==> src/rtl/montgomery_digit_ctrl.sv <==
// Sequencing controller for the radix-4 Montgomery multiplication loop.
// Loads operand A into the shift register, then for every 2-bit digit:
// starts the adder with the digit as multiple select, waits for it,
// shifts by 2 and waits out the shift-register latency.
module montgomery_digit_ctrl #(
    parameter int N_BITS    = 1024,
    parameter int ITER      = N_BITS / 2,
    parameter int SHIFT_LAT = 2,
    parameter int CW        = $clog2(ITER)
) (
    input  logic          clk,
    input  logic          reset,
    input  logic          start,
    output logic          busy,
    output logic          done,
    output logic          err,
    output logic          sr_enable,
    output logic          sr_shift,
    input  logic          sr_shift_done,
    input  logic [1:0]    digit,
    output logic          add_start,
    output logic [1:0]    add_sel,
    input  logic          add_done,
    output logic [CW-1:0] iter
);

    localparam int LW = $clog2(SHIFT_LAT + 1);
    localparam logic [CW-1:0] ITER_LAST = CW'(ITER - 1);
    localparam logic [LW-1:0] LAT_INIT  = LW'(SHIFT_LAT);

    typedef enum logic [2:0] {
        S_IDLE,
        S_LOAD,
        S_ADD,
        S_WAIT_ADD,
        S_SHIFT,
        S_WAIT_SHIFT,
        S_FINISH
    } state_t;

    state_t        state, state_nx;
    logic [LW-1:0] lat_cnt;
    logic [CW-1:0] iter_q;
    logic [1:0]    sel_q;
    logic          err_q;

    // State register
    always_ff @(posedge clk) begin
        if (reset) state <= S_IDLE;
        else       state <= state_nx;
    end

    // Next-state logic and Moore pulse decode
    always_comb begin
        state_nx  = state;
        sr_enable = 1'b0;
        sr_shift  = 1'b0;
        add_start = 1'b0;
        done      = 1'b0;
        case (state)
            S_IDLE: begin
                if (start) state_nx = S_LOAD;
            end
            S_LOAD: begin
                sr_enable = 1'b1;
                state_nx  = S_ADD;
            end
            S_ADD: begin
                add_start = 1'b1;
                state_nx  = S_WAIT_ADD;
            end
            S_WAIT_ADD: begin
                if (add_done) state_nx = (iter_q == ITER_LAST) ? S_FINISH : S_SHIFT;
            end
            S_SHIFT: begin
                sr_shift = 1'b1;
                state_nx = S_WAIT_SHIFT;
            end
            S_WAIT_SHIFT: begin
                if (lat_cnt == LW'(1)) state_nx = S_ADD;
            end
            S_FINISH: begin
                done     = 1'b1;
                state_nx = S_IDLE;
            end
            default: state_nx = S_IDLE;
        endcase
    end

    // Iteration counter, digit capture, latency counter and sticky error
    always_ff @(posedge clk) begin
        if (reset) begin
            iter_q  <= '0;
            sel_q   <= '0;
            err_q   <= 1'b0;
            lat_cnt <= '0;
        end else begin
            case (state)
                S_IDLE: begin
                    if (start) begin
                        iter_q <= '0;
                        err_q  <= 1'b0;
                    end
                end
                S_ADD:   sel_q   <= digit;
                S_SHIFT: lat_cnt <= LAT_INIT;
                S_WAIT_SHIFT: begin
                    lat_cnt <= lat_cnt - LW'(1);
                    if (lat_cnt == LW'(1)) begin
                        iter_q <= iter_q + CW'(1);
                        // A missing shift_done is recorded but never stalls the loop
                        if (!sr_shift_done) err_q <= 1'b1;
                    end
                end
                default: ;
            endcase
        end
    end

    // The digit is passed straight through during ADD so the adder sees it
    // with add_start; the captured copy holds it until the next ADD.
    assign add_sel = (state == S_ADD) ? digit : sel_q;
    assign busy    = (state != S_IDLE);
    assign err     = err_q;
    assign iter    = iter_q;

endmodule

==> config.mk <==
export PLATFORM = sky130hd
export DESIGN_NAME = montgomery_digit_ctrl
export DESIGN_NICKNAME = d
export VERILOG_FILES = /design/src/rtl/montgomery_digit_ctrl.sv
export SDC_FILE = /design/constraint.sdc
export NUM_CORES = 1
export LEC_CHECK = 0
export CAP_MARGIN = 20
export CORE_AREA = 2 2 54 44
export DETAILED_ROUTE_END_ITERATION = 10
export DIE_AREA = 0 0 56 46
export GPL_TIMING_DRIVEN = 0
export PLACE_DENSITY = 0.8
export SLEW_MARGIN = 15
export SYNTH_ARGS = -nofsm -noshare
export SYNTH_HDL_FRONTEND = slang
export SYNTH_SLANG_ARGS = --single-unit
==> constraint.sdc <==
create_clock -name clk -period 4.6 [get_ports clk]
set_input_delay 0.69 -clock clk [delete_from_list [all_inputs] [get_ports clk]]
set_output_delay 0.69 -clock clk [all_outputs]
set_load 0.02 [all_outputs]
==> impl_metrics.yaml, run 1 <==
cells_and_area:
  n_antenna_cell: 0
  nets: 151
  seq_area_um2: 340.3
  drive_gt1_share_pct: 10.71
  final_cell_mix: "23 x clkdlybuf4s50_1, 17 x dfxtp_1, 10 x a21oi_1, 8 x nand3_1, 7 x nand3b_1"
  fillers: 189
  multiInputGateArea_um2: 603.1
  final_common_cell: "clkdlybuf4s50_1"
  area_delta_synth_final_pct: 28.54
worst_setup_path:
  cp.required_ns: 3.91
  worst-r2r-cell-count: 4
  crit_path_start_kind: "flip-flop"
  crit_slowest_cell: "clkdlybuf4s50_1"
  cp-end-kind: "output port"
  path_cells: "buf_6 > nor3b_2 > mux2_2 > clkdlybuf4s50_1"
  critPathArrivalTime_ns: 1.93
  critPathMaxFanout: 8
  slowest_delay_ns: 0.54
  path_class: "reg -> out"
route:
  first_pass_iters: 3
  num_vias: 925
  via_per_inst: 5.606
  ant_nets: 0
  drc: 0
  drt-total-wl_um: 2342
  drt-initial-drc-count: 14
  post_drt_wl_per_cell_um: 14.19
pwr:
  leakage_uw: 0.0004539
  power_frac_seq_pct: 44.6
  intPower_uw: 242.6
  clkPwrFrac_pct: 23.2
  pwr-share-comb_pct: 32.1
  power.density_nw_per_um2: 276.1
  power.switching_uw: 115.2
  switching_share_pct: 32.21
  vdd_drop_max_mv: 0.2157
clock_tree:
  path_clk_slew_ns: 0.10
  clk_path_buf_depth: 2
  clock_latency_ns: 0.29
  cts.sinks: 17
  ctsHoldBuffers: 0
  cts_resized: 0
  cts-root-buf: "clkbuf_4"
  cts_tree: "done"
  h-tree-depth: 1
  numCtsBuffers: 3
  postCtsSetupBuffers: 0
floorplan:
  num_rows: 15
  die_y_um: 46
  core-area_um2: 2102
  dieArea_um2: 2576
  pin_count: 24
  fp.dieW_um: 56
  start_util_pct: 47.98
synth:
  ys_top_cells_by_area: "dfxtp_1 34%, mux2i_1 6.0%, nand3b_1 5.2%"
  synth.top_cell.area_share_pct: 33.75
  async_flop_share_pct: 0
  syn_nets: 123
  ys_types: 34
  synth_ff_type: "dfxtp_1"
  ys_ff_latch: 17
  yosysTopAreaCell: "dfxtp_1"
  synth_warnings: 0
  yosysSeqAreaShare_pct: 33.75
  avgSynthCellArea_um2: 8.924
  synth_cells: 113
  netlist_area_um2: 1008
  synth_edf_count: 0
flow_run:
  max_cap_violations: 0
grt:
  grt_use_total_pct: 19.64
  grt.overflow.total: 0
  grt_pass1_wl_um: 3850
  grt_max_degree: 11
  grt_pass1_vias: 868
  antenna_found_initial: 0
sta:
  tightest_slew_ns: 0.4744
  fin_skew_ns: 0.0006067
  finalSetupTns_ns: 0
  fin_hold_ws_ns: 0.4593
  setup_ws_ns: 1.980
  setup_viol: 0
  hold_viol: 0
  max_freq_ghz: 0.3817
  slew_viol_final: 0
  rsz0062_at_grt: "no"
  relSlewSlack_pct: 68.38
  fin_crit_ns: 2.620
  fin_crit_sh_pct: 56.96
place:
  pre_cts_slack_ns: 2.008
  dpl.hpwl_um: 1721
  port_buffers: 23
  gp_congestion: 0.8708
hold_path:
  min_path_type: "reg -> reg"
  holdPathStages: 2
outcome:
  run_status: "completed"
[synthesized netlist by cell type, types with 2 or more instances]
cell type / number
nand4_1: 3
or3b_1: 5
ha_1: 3
nor2b_1: 4
nor2_1: 3
a211oi_2: 3
mux2i_1: 6
clkbuf_1: 5
nand3b_1: 7
nand2b_1: 3
a311oi_1: 2
dfxtp_1: 17
inv_1: 5
a21oi_1: 10
mux2_2: 2
nand3_1: 8
o21ai_0: 2
buf_6: 2
nand2_1: 6
or3_1: 3
[worst max-delay path, delay by kind of cell, from the launching register on]
family / cells / cell delay (ns)
buffers and inverters: 2 / 0.67
flip-flops: 1 / 0.32
multiplexers: 1 / 0.38
AND/OR/NAND/NOR: 1 / 0.26
[power groups by stage]
stage / Clock [µW] / Combinational (µW) / Sequential (µW)
2_1_floorplan: 0 / 74.4 / 163
3_3_place_gp: 0 / 111 / 162
3_5_place_dp: 0 / 114 / 163
4_1_cts: 88.2 / 115 / 160
5_1_grt: 90.2 / 124 / 161
6_report: 83.0 / 115 / 160
[cell families (layout without fill, tap and decap cells)]
| group | Yosys count | count (layout) | synth area share (%) |
|---|---|---|---|
| adders and majority gates | 3 | 3 | 3.722 |
| muxes | 8 | 8 | 8.189 |
| buffers and inverters | 13 | 40 | 6.451 |
| DFF | 17 | 17 | 33.75 |
| AOI/OAI and AO/OA | 20 | 20 | 13.65 |
| and+or+nand+nor | 52 | 52 | 34.24 |
[per-stage QoR]
| stage | std cells | instance area, µm² | total power, µW | utilization (%) |
|---|---|---|---|---|
| floorplan | 113 | 1008 | 237.4 | - |
| global placement | 161 | 1270 | 273.4 | 60.42 |
| detailed placement | 161 | 1270 | 277.0 | 60.42 |
| CTS | 165 | 1296 | 363.0 | 61.67 |
| global route | 165 | 1296 | 375.1 | 61.67 |
| finish | 165 | 1296 | 357.8 | 61.67 |
[flip-flops by register name, indices dropped and copies added (netlist names)]
name / cells
state: 3
iter: 9
err: 1
lat_cnt: 2
sel_q: 2
[worst paths after layout]
kind,slack (ns),start,end
worst max-delay path,1.98,state[0],add_sel[0]
worst max register to register,2.87,state[2],iter[5]
worst min-delay path,0.46,lat_cnt[1],lat_cnt[1]
worst min register to register,0.46,lat_cnt[1],lat_cnt[1]
[per-layer routing]
| layer | GRT usage (%) | share of wire [%] | up-vias |
|---|---|---|---|
| li1 | - | - | 467 |
| met1 | 23.13 | 47 | 434 |
| met2 | 35.29 | 48 | 19 |
| met3 | 5.114 | 3.6 | 5 |
| met4 | 7.143 | 1.5 | 0 |
| met5 | 0 | 0 | - |
[final cells by class]
type	instances	area share (%)
multi-input combinational	83	46.53
sequential	17	26.25
timing repair buffer	23	17.76
buffer	8	3.571
tap	25	2.413
clock buffer	4	2.027
inverter	5	1.448
(Power assumes the default switching activity.)
==> run 2, diff against run 1 <==
--- a/config.mk
+++ b/config.mk
@@ -6,11 +6,11 @@
 export NUM_CORES = 1
 export LEC_CHECK = 0
 export CAP_MARGIN = 20
-export CORE_AREA = 2 2 54 44
+export CORE_AREA = 2 2 59 47
 export DETAILED_ROUTE_END_ITERATION = 10
-export DIE_AREA = 0 0 56 46
+export DIE_AREA = 0 0 61 49
 export GPL_TIMING_DRIVEN = 0
-export PLACE_DENSITY = 0.8
+export PLACE_DENSITY = 0.72
 export SLEW_MARGIN = 15
 export SYNTH_ARGS = -nofsm -noshare
 export SYNTH_HDL_FRONTEND = slang
==> constraint.sdc (replaced) <==
create_clock -name clk -period 2.1 [get_ports clk]
set_input_delay 0.315 -clock clk [delete_from_list [all_inputs] [get_ports clk]]
set_output_delay 0.315 -clock clk [all_outputs]
set_load 0.02 [all_outputs]
==> run 2 against run 1 <==
  * Sequential cell count stayed put
  * Die area increased by 16%
  * Clock power is 110% higher
  * Sequential power is 120% higher
  * Clock-buffer cell count is the same
  * First-iteration DRC count unchanged
  * Worst setup slack got worse by 1.9 ns
  * Hold slack barely moved
  * Register-to-register slack lost 2.4 ns
  * Combinational power rose by 110%
  * Non-clock buffer count did not move
==> impl_metrics.yaml, run 2 (same netlist as run 1, synthesis figures left out) <==
floorplan:
  core-area_um2: 2462
  fp.dieW_um: 61
  die_y_um: 49
  start_util_pct: 40.96
  num_rows: 16
  pin_count: 24
  dieArea_um2: 2989
outcome:
  run_status: "completed"
clock_tree:
  path_clk_slew_ns: 0.10
  cts-root-buf: "clkbuf_4"
  postCtsSetupBuffers: 0
  cts.sinks: 17
  h-tree-depth: 1
  clk_path_buf_depth: 2
  clock_latency_ns: 0.29
  numCtsBuffers: 3
  cts_tree: "done"
worst_setup_path:
  crit_slowest_cell: "mux2_2"
  crit_path_start_kind: "flip-flop"
  crit_buf_inv: 2
  slowest_delay_ns: 0.38
  critPathMaxFanout: 8
  cp-end-kind: "output port"
  cp.required_ns: 1.78
  critPathArrivalTime_ns: 1.68
  path_delay_family: "buffers and inverters"
  path_cells: "buf_6 > nor3b_2 > mux2_2 > dlygate4sd2_1"
  path_class: "reg -> out"
route:
  drt-initial-drc-count: 14
  ant_nets: 0
  drt-total-wl_um: 2190
  post_drt_wl_per_cell_um: 12.44
  via_per_inst: 5.244
  num_vias: 923
  drc: 0
  first_pass_iters: 4
grt:
  grt_max_degree: 11
  grt_pass1_wl_um: 3636
  grt_pass1_vias: 787
  antenna_found_initial: 0
  grt.overflow.total: 0
  grt_use_total_pct: 15.97
place:
  port_buffers: 23
  dpl.hpwl_um: 1656
  gp_congestion: 0.8695
pwr:
  leakage_uw: 0.0004924
  power.total_uw: 761.5
  power.density_nw_per_um2: 580.1
  vdd_drop_max_mv: 0.4338
sta:
  setup_viol: 0
  rsz0062_at_grt: "no"
  slew_viol_final: 0
  finalSetupTns_ns: 0
  hold_viol: 0
  relSlewSlack_pct: 69.10
  fin_crit_ns: 1.997
  max_freq_ghz: 0.5007
  tightest_slew_ns: 0.4634
  fin_crit_sh_pct: 95.10
  fin_skew_ns: 0.005139
hold_path:
  min_path_type: "reg -> reg"
cells_and_area:
  nets: 151
  final_cell_mix: "19 x clkdlybuf4s50_1, 17 x dfxtp_1, 10 x a21oi_1, 8 x nand3_1, 7 x nand3b_1"
  n_antenna_cell: 0
  area_delta_synth_final_pct: 30.15
  largest_reg_flops: 9
  final_common_cell: "clkdlybuf4s50_1"
  fillers: 246
  drive_gt1_share_pct: 12.86
flow_run:
  max_cap_violations: 0
==> run 2: changes by cell type in the layout (fill, tap and decap cells not counted) <==
cell | before | now
clkdlybuf4s50_1 | 23 | 19
clkbuf_2 | 0 | 3
dlygate4sd2_1 | 0 | 3
clkbuf_1 | 6 | 3
dlymetal6s2s_1 | 0 | 1
==> run 2: what timing repair did <==
item | in CTS | in global routing
endpoints found under the hold margin | 0 | 0
endpoints found under the setup margin | 4 | 2
gates cloned | 0 | 0
hold buffers | 0 | 0
gates resized for setup | 5 | 3
==> run 2: metal layers <==
layer	GRT usage, %	wire length, µm	share of wire, %
met1	24.35	1108	51
met2	22.04	995	45
met3	4.775	64	2.9
met4	3.261	22	1.0
met5	0	0	0
==> run 2: worst register-to-register path: cells and delay by family, from the launching register on <==
kind	cells	cell delay [ns]
flip-flops	1	0.32
AND/OR/NAND/NOR	2	0.62
AO/OA/AOI/OAI	1	0.08
buffers and inverters	3	0.48
==> run 2: through the flow <==
step | worst slack [ns] | instances | hold slack [ns] | util, % | cell area (µm²)
finish | 0.1029 | 176 | 0.4597 | 53.30 | 1313
global route | 0.002126 | 176 | 0.4835 | 53.30 | 1313
CTS | 0.02394 | 176 | 0.4660 | 53.15 | 1309
detailed placement | 0.06855 | 172 | 0.4515 | 52.13 | 1284
global placement | 0.09264 | 172 | 0.4384 | 52.13 | 1284
floorplan | 0.5195 | 113 | 0.4319 | - | 1008
==> run 2: final cells by class <==
| class | instances | area [µm²] | share of cell area, % |
|---|---|---|---|
| multi-input combinational | 83 | 603.1 | 45.95 |
| sequential | 17 | 340.3 | 25.93 |
| inverter | 5 | 18.77 | 1.430 |
| buffer | 8 | 50.05 | 3.813 |
| tap | 36 | 45.04 | 3.432 |
| clock buffer | 4 | 26.28 | 2.002 |
| timing repair buffer | 23 | 229.0 | 17.45 |
==> run 2: final timing paths <==
kind / end / cells after the start / start / slack (ns)
hold / removal: lat_cnt[1] / 2 / lat_cnt[1] / 0.46
hold reg to reg: lat_cnt[1] / 2 / lat_cnt[1] / 0.46
setup / recovery: add_sel[0] / 4 / state[0] / 0.10
setup reg to reg: iter[1] / 6 / state[0] / 0.48
==> run 2: power by group <==
part           switching [µW]  internal, µW  leakage, µW
sequential               13.1           337     0.000138
combinational             125           114     0.000340
clock                    98.6          73.7    0.0000150
total                     237           524     0.000492
==> patch, RTL diff (flow settings as in run 2) <==
Put a register stage on the outputs `busy` and `add_sel`, with the module's reset. The values now appear one clock later. The other outputs are not delayed to match.
--- a/src/rtl/montgomery_digit_ctrl.sv
+++ b/src/rtl/montgomery_digit_ctrl.sv
@@ -119,8 +119,15 @@
 
     // The digit is passed straight through during ADD so the adder sees it
     // with add_start; the captured copy holds it until the next ADD.
-    assign add_sel = (state == S_ADD) ? digit : sel_q;
-    assign busy    = (state != S_IDLE);
+    always_ff @(posedge clk) begin
+        if (reset) begin
+            busy    <= '0;
+            add_sel <= '0;
+        end else begin
+            busy    <= (state != S_IDLE);
+            add_sel <= (state == S_ADD) ? digit : sel_q;
+        end
+    end
     assign err     = err_q;
     assign iter    = iter_q;
 
Formal check against the unedited RTL: not equivalent (a bounded check fails within 4 cycles, from zero or initial values and one cycle with reset high).
==> patch against run 2 <==
  * Critical path depth did not move
  * Final area fell by 6.5%
  * Sequential cell count rose by 1
  * Global-route usage fell by 1.8 points
  * Core utilization fell by 3.5 points
  * Sequential share of layout area rose by 3.4 points
  * Total power fell by 6.2%
  * Wire length fell by 13%
  * Combinational power fell by 28%
  * Area after synthesis fell by 8.9%
  * Worst setup slack improved by 0.051 ns
  * Largest power group unchanged
==> patch: results (changes against run 2) <==
- WP data arrival: 1.63 ns (-0.05 ns)
- Min-delay worst type: reg -> reg
- Vias per Instance: 4.921 (-6.2%)
- Largest net degree at the start of global routing: 11 (unchanged)
- Register-to-Register Path Depth: 6 (unchanged)
- Vias in the first global route: 685 (-13%)
- Hold Path Sink: err
- Initial DRC count: 13 (-1)
- Drt first pass iters: 4 (unchanged)
- Clock Latency Late Sink: 0.29 ns (about the same)
- Post-synthesis sequential area ratio: 0.3924 (+0.05490)
- Total track usage: 0.1422 (-0.01755)
- Finished Layout Cells: 165 (-6.3%)
- Commonest cells post-synth: dfxtp_1 (18), nor2_1 (12), nand2_1 (9)
- Placed Cells: 162 (-5.8%)
- Synth Instances: 103 (-8.8%)
- Top post-synthesis cells by area: dfxtp_1 (39%), nor2_1 (4.9%), ha_1 (4.1%)
- Min-delay src: err
- HPWL Detailed: 1434 um (-13%)
- Post-CTS setup buffers: 0 (unchanged)
- Asr flop ratio synth: 0 (unchanged)
- Yosys warns: 0 (unchanged)
- Final Wtd Congestion: 0.8530 (-1.9%)
- Initial antenna violation count: 0 (unchanged)
- Net Count, Synth: 113 (-8.1%)
- N_diodes: 0 (unchanged)
- IO Port Bufs: 23 (unchanged)
- Origin of the critical flop-to-flop path: lat_cnt[0]
- Register clock-pin slew on the reported worst setup and hold paths: 0.10 ns (about the same)
- Final net count: 141 (-6.6%)
- Depth of the CTS H-tree: 1 (unchanged)
- Least-Margin Pin Slew: 0.4596 ns (-0.003781 ns)
- Max FFs per register: 9 (unchanged)
- R2R Path End: iter[7]
- # fillers: 229 (-6.9%)
- R2R setup slack: 0.30 ns (-0.18 ns)
- P_leak: 0.4729 nW (-4.0%)
- Min Hold Slack: 0.4618 ns (+0.002087 ns)
- Drt total wl: 1915 um (-13%)
- Global-route wire length before repair: 3229 um (-11%)
- Placed cell areas: 0.001194 sq mm (-7.0%)
- Outcome: completed
- Fraction of layout cells with a size suffix above 1: 0.1395 (+0.01096)
- Clk root buf: clkbuf_4
- VDD IR max: 0.2477 mV (-43%)
- Slowest-stage cell, CP: dfxtp_1
- Gates resized, CTS repair: 5 (unchanged)
- Netlist cell types: 36 (+5.9%)
- Max incr delay on CP: 0.41 ns (+0.03 ns)
- Clock skew: 0.002899 ns (-0.002240 ns)
- CP max FO: 10 (+2)
- Worst Hold Depth: 2 (unchanged)
## patch: cell types whose count changed after synthesis, sizes merged, moves of 5 or more
cell | before | now
nand3 | 8 | 2
nand3b | 7 | 0
nor2 | 3 | 13
nor3 | 1 | 6
or3b | 6 | 0
## patch: metrics by stage
stage | power, mW | setup WS, ns | util
floorplan | 0.4874 | 0.4466 | -
global placement | 0.5460 | 0.03810 | 0.4848
detailed placement | 0.5486 | 0.01693 | 0.4848
CTS | 0.7181 | 0.007283 | 0.4964
global route | 0.7517 | 0.06103 | 0.4985
finish | 0.7142 | 0.1544 | 0.4985
## patch: worst max path at each step
stage,cells after the start,from,end
final,4,state[0],sr_enable
after global routing,4,state[0],sr_enable
after detailed placement,4,state[0],sr_enable
after global placement,4,state[0],sr_enable
after CTS,4,state[0],sr_shift
after floorplan,5,state[1],add_sel[0]
## patch: power by group
group | switching, mW | internal [mW]
Combinational | 0.0950 | 0.0766
Sequential | 0.0117 | 0.357
Clock | 0.107 | 0.0667
## patch: cell type report
type | count | area (sq um) | area share
clock buffer | 3 | 22.52 | 0.01835
timing repair buffer | 23 | 232.7 | 0.1896
tap | 36 | 45.04 | 0.03670
buffer | 7 | 47.55 | 0.03874
inverter | 4 | 15.01 | 0.01223
multi-input combinational | 74 | 504.2 | 0.4108
sequential | 18 | 360.3 | 0.2936
## patch: cell families (layout without fill, tap and decap cells)
| group | count (synthesis) | after routing | synth area share |
|---|---|---|---|
| buffers and inverters | 11 | 37 | 0.06403 |
| AND/OR/NAND/NOR | 45 | 45 | 0.2902 |
| multiplexers | 3 | 3 | 0.03406 |
| XOR/XNOR | 6 | 6 | 0.05722 |
| AO/OA/AOI/OAI | 17 | 17 | 0.1213 |
| flip-flops | 18 | 18 | 0.3924 |
| adder cells (fa/ha/maj) | 3 | 3 | 0.04088 |
## patch: layer usage
layer | share of wire | routed length, um | global-route usage
met1 | 0.51 | 985 | 0.2209
met2 | 0.44 | 836 | 0.1864
met3 | 0.030 | 57 | 0.02387
met4 | 0.018 | 35 | 0.06522
met5 | 0 | 0 | 0
## patch: critical path: cells and delay by family, from the launching register on
kind | cells | cell delay [ns]
buffers and inverters | 3 | 0.77
flip-flops | 1 | 0.41
AND/OR/NAND/NOR | 1 | 0.17
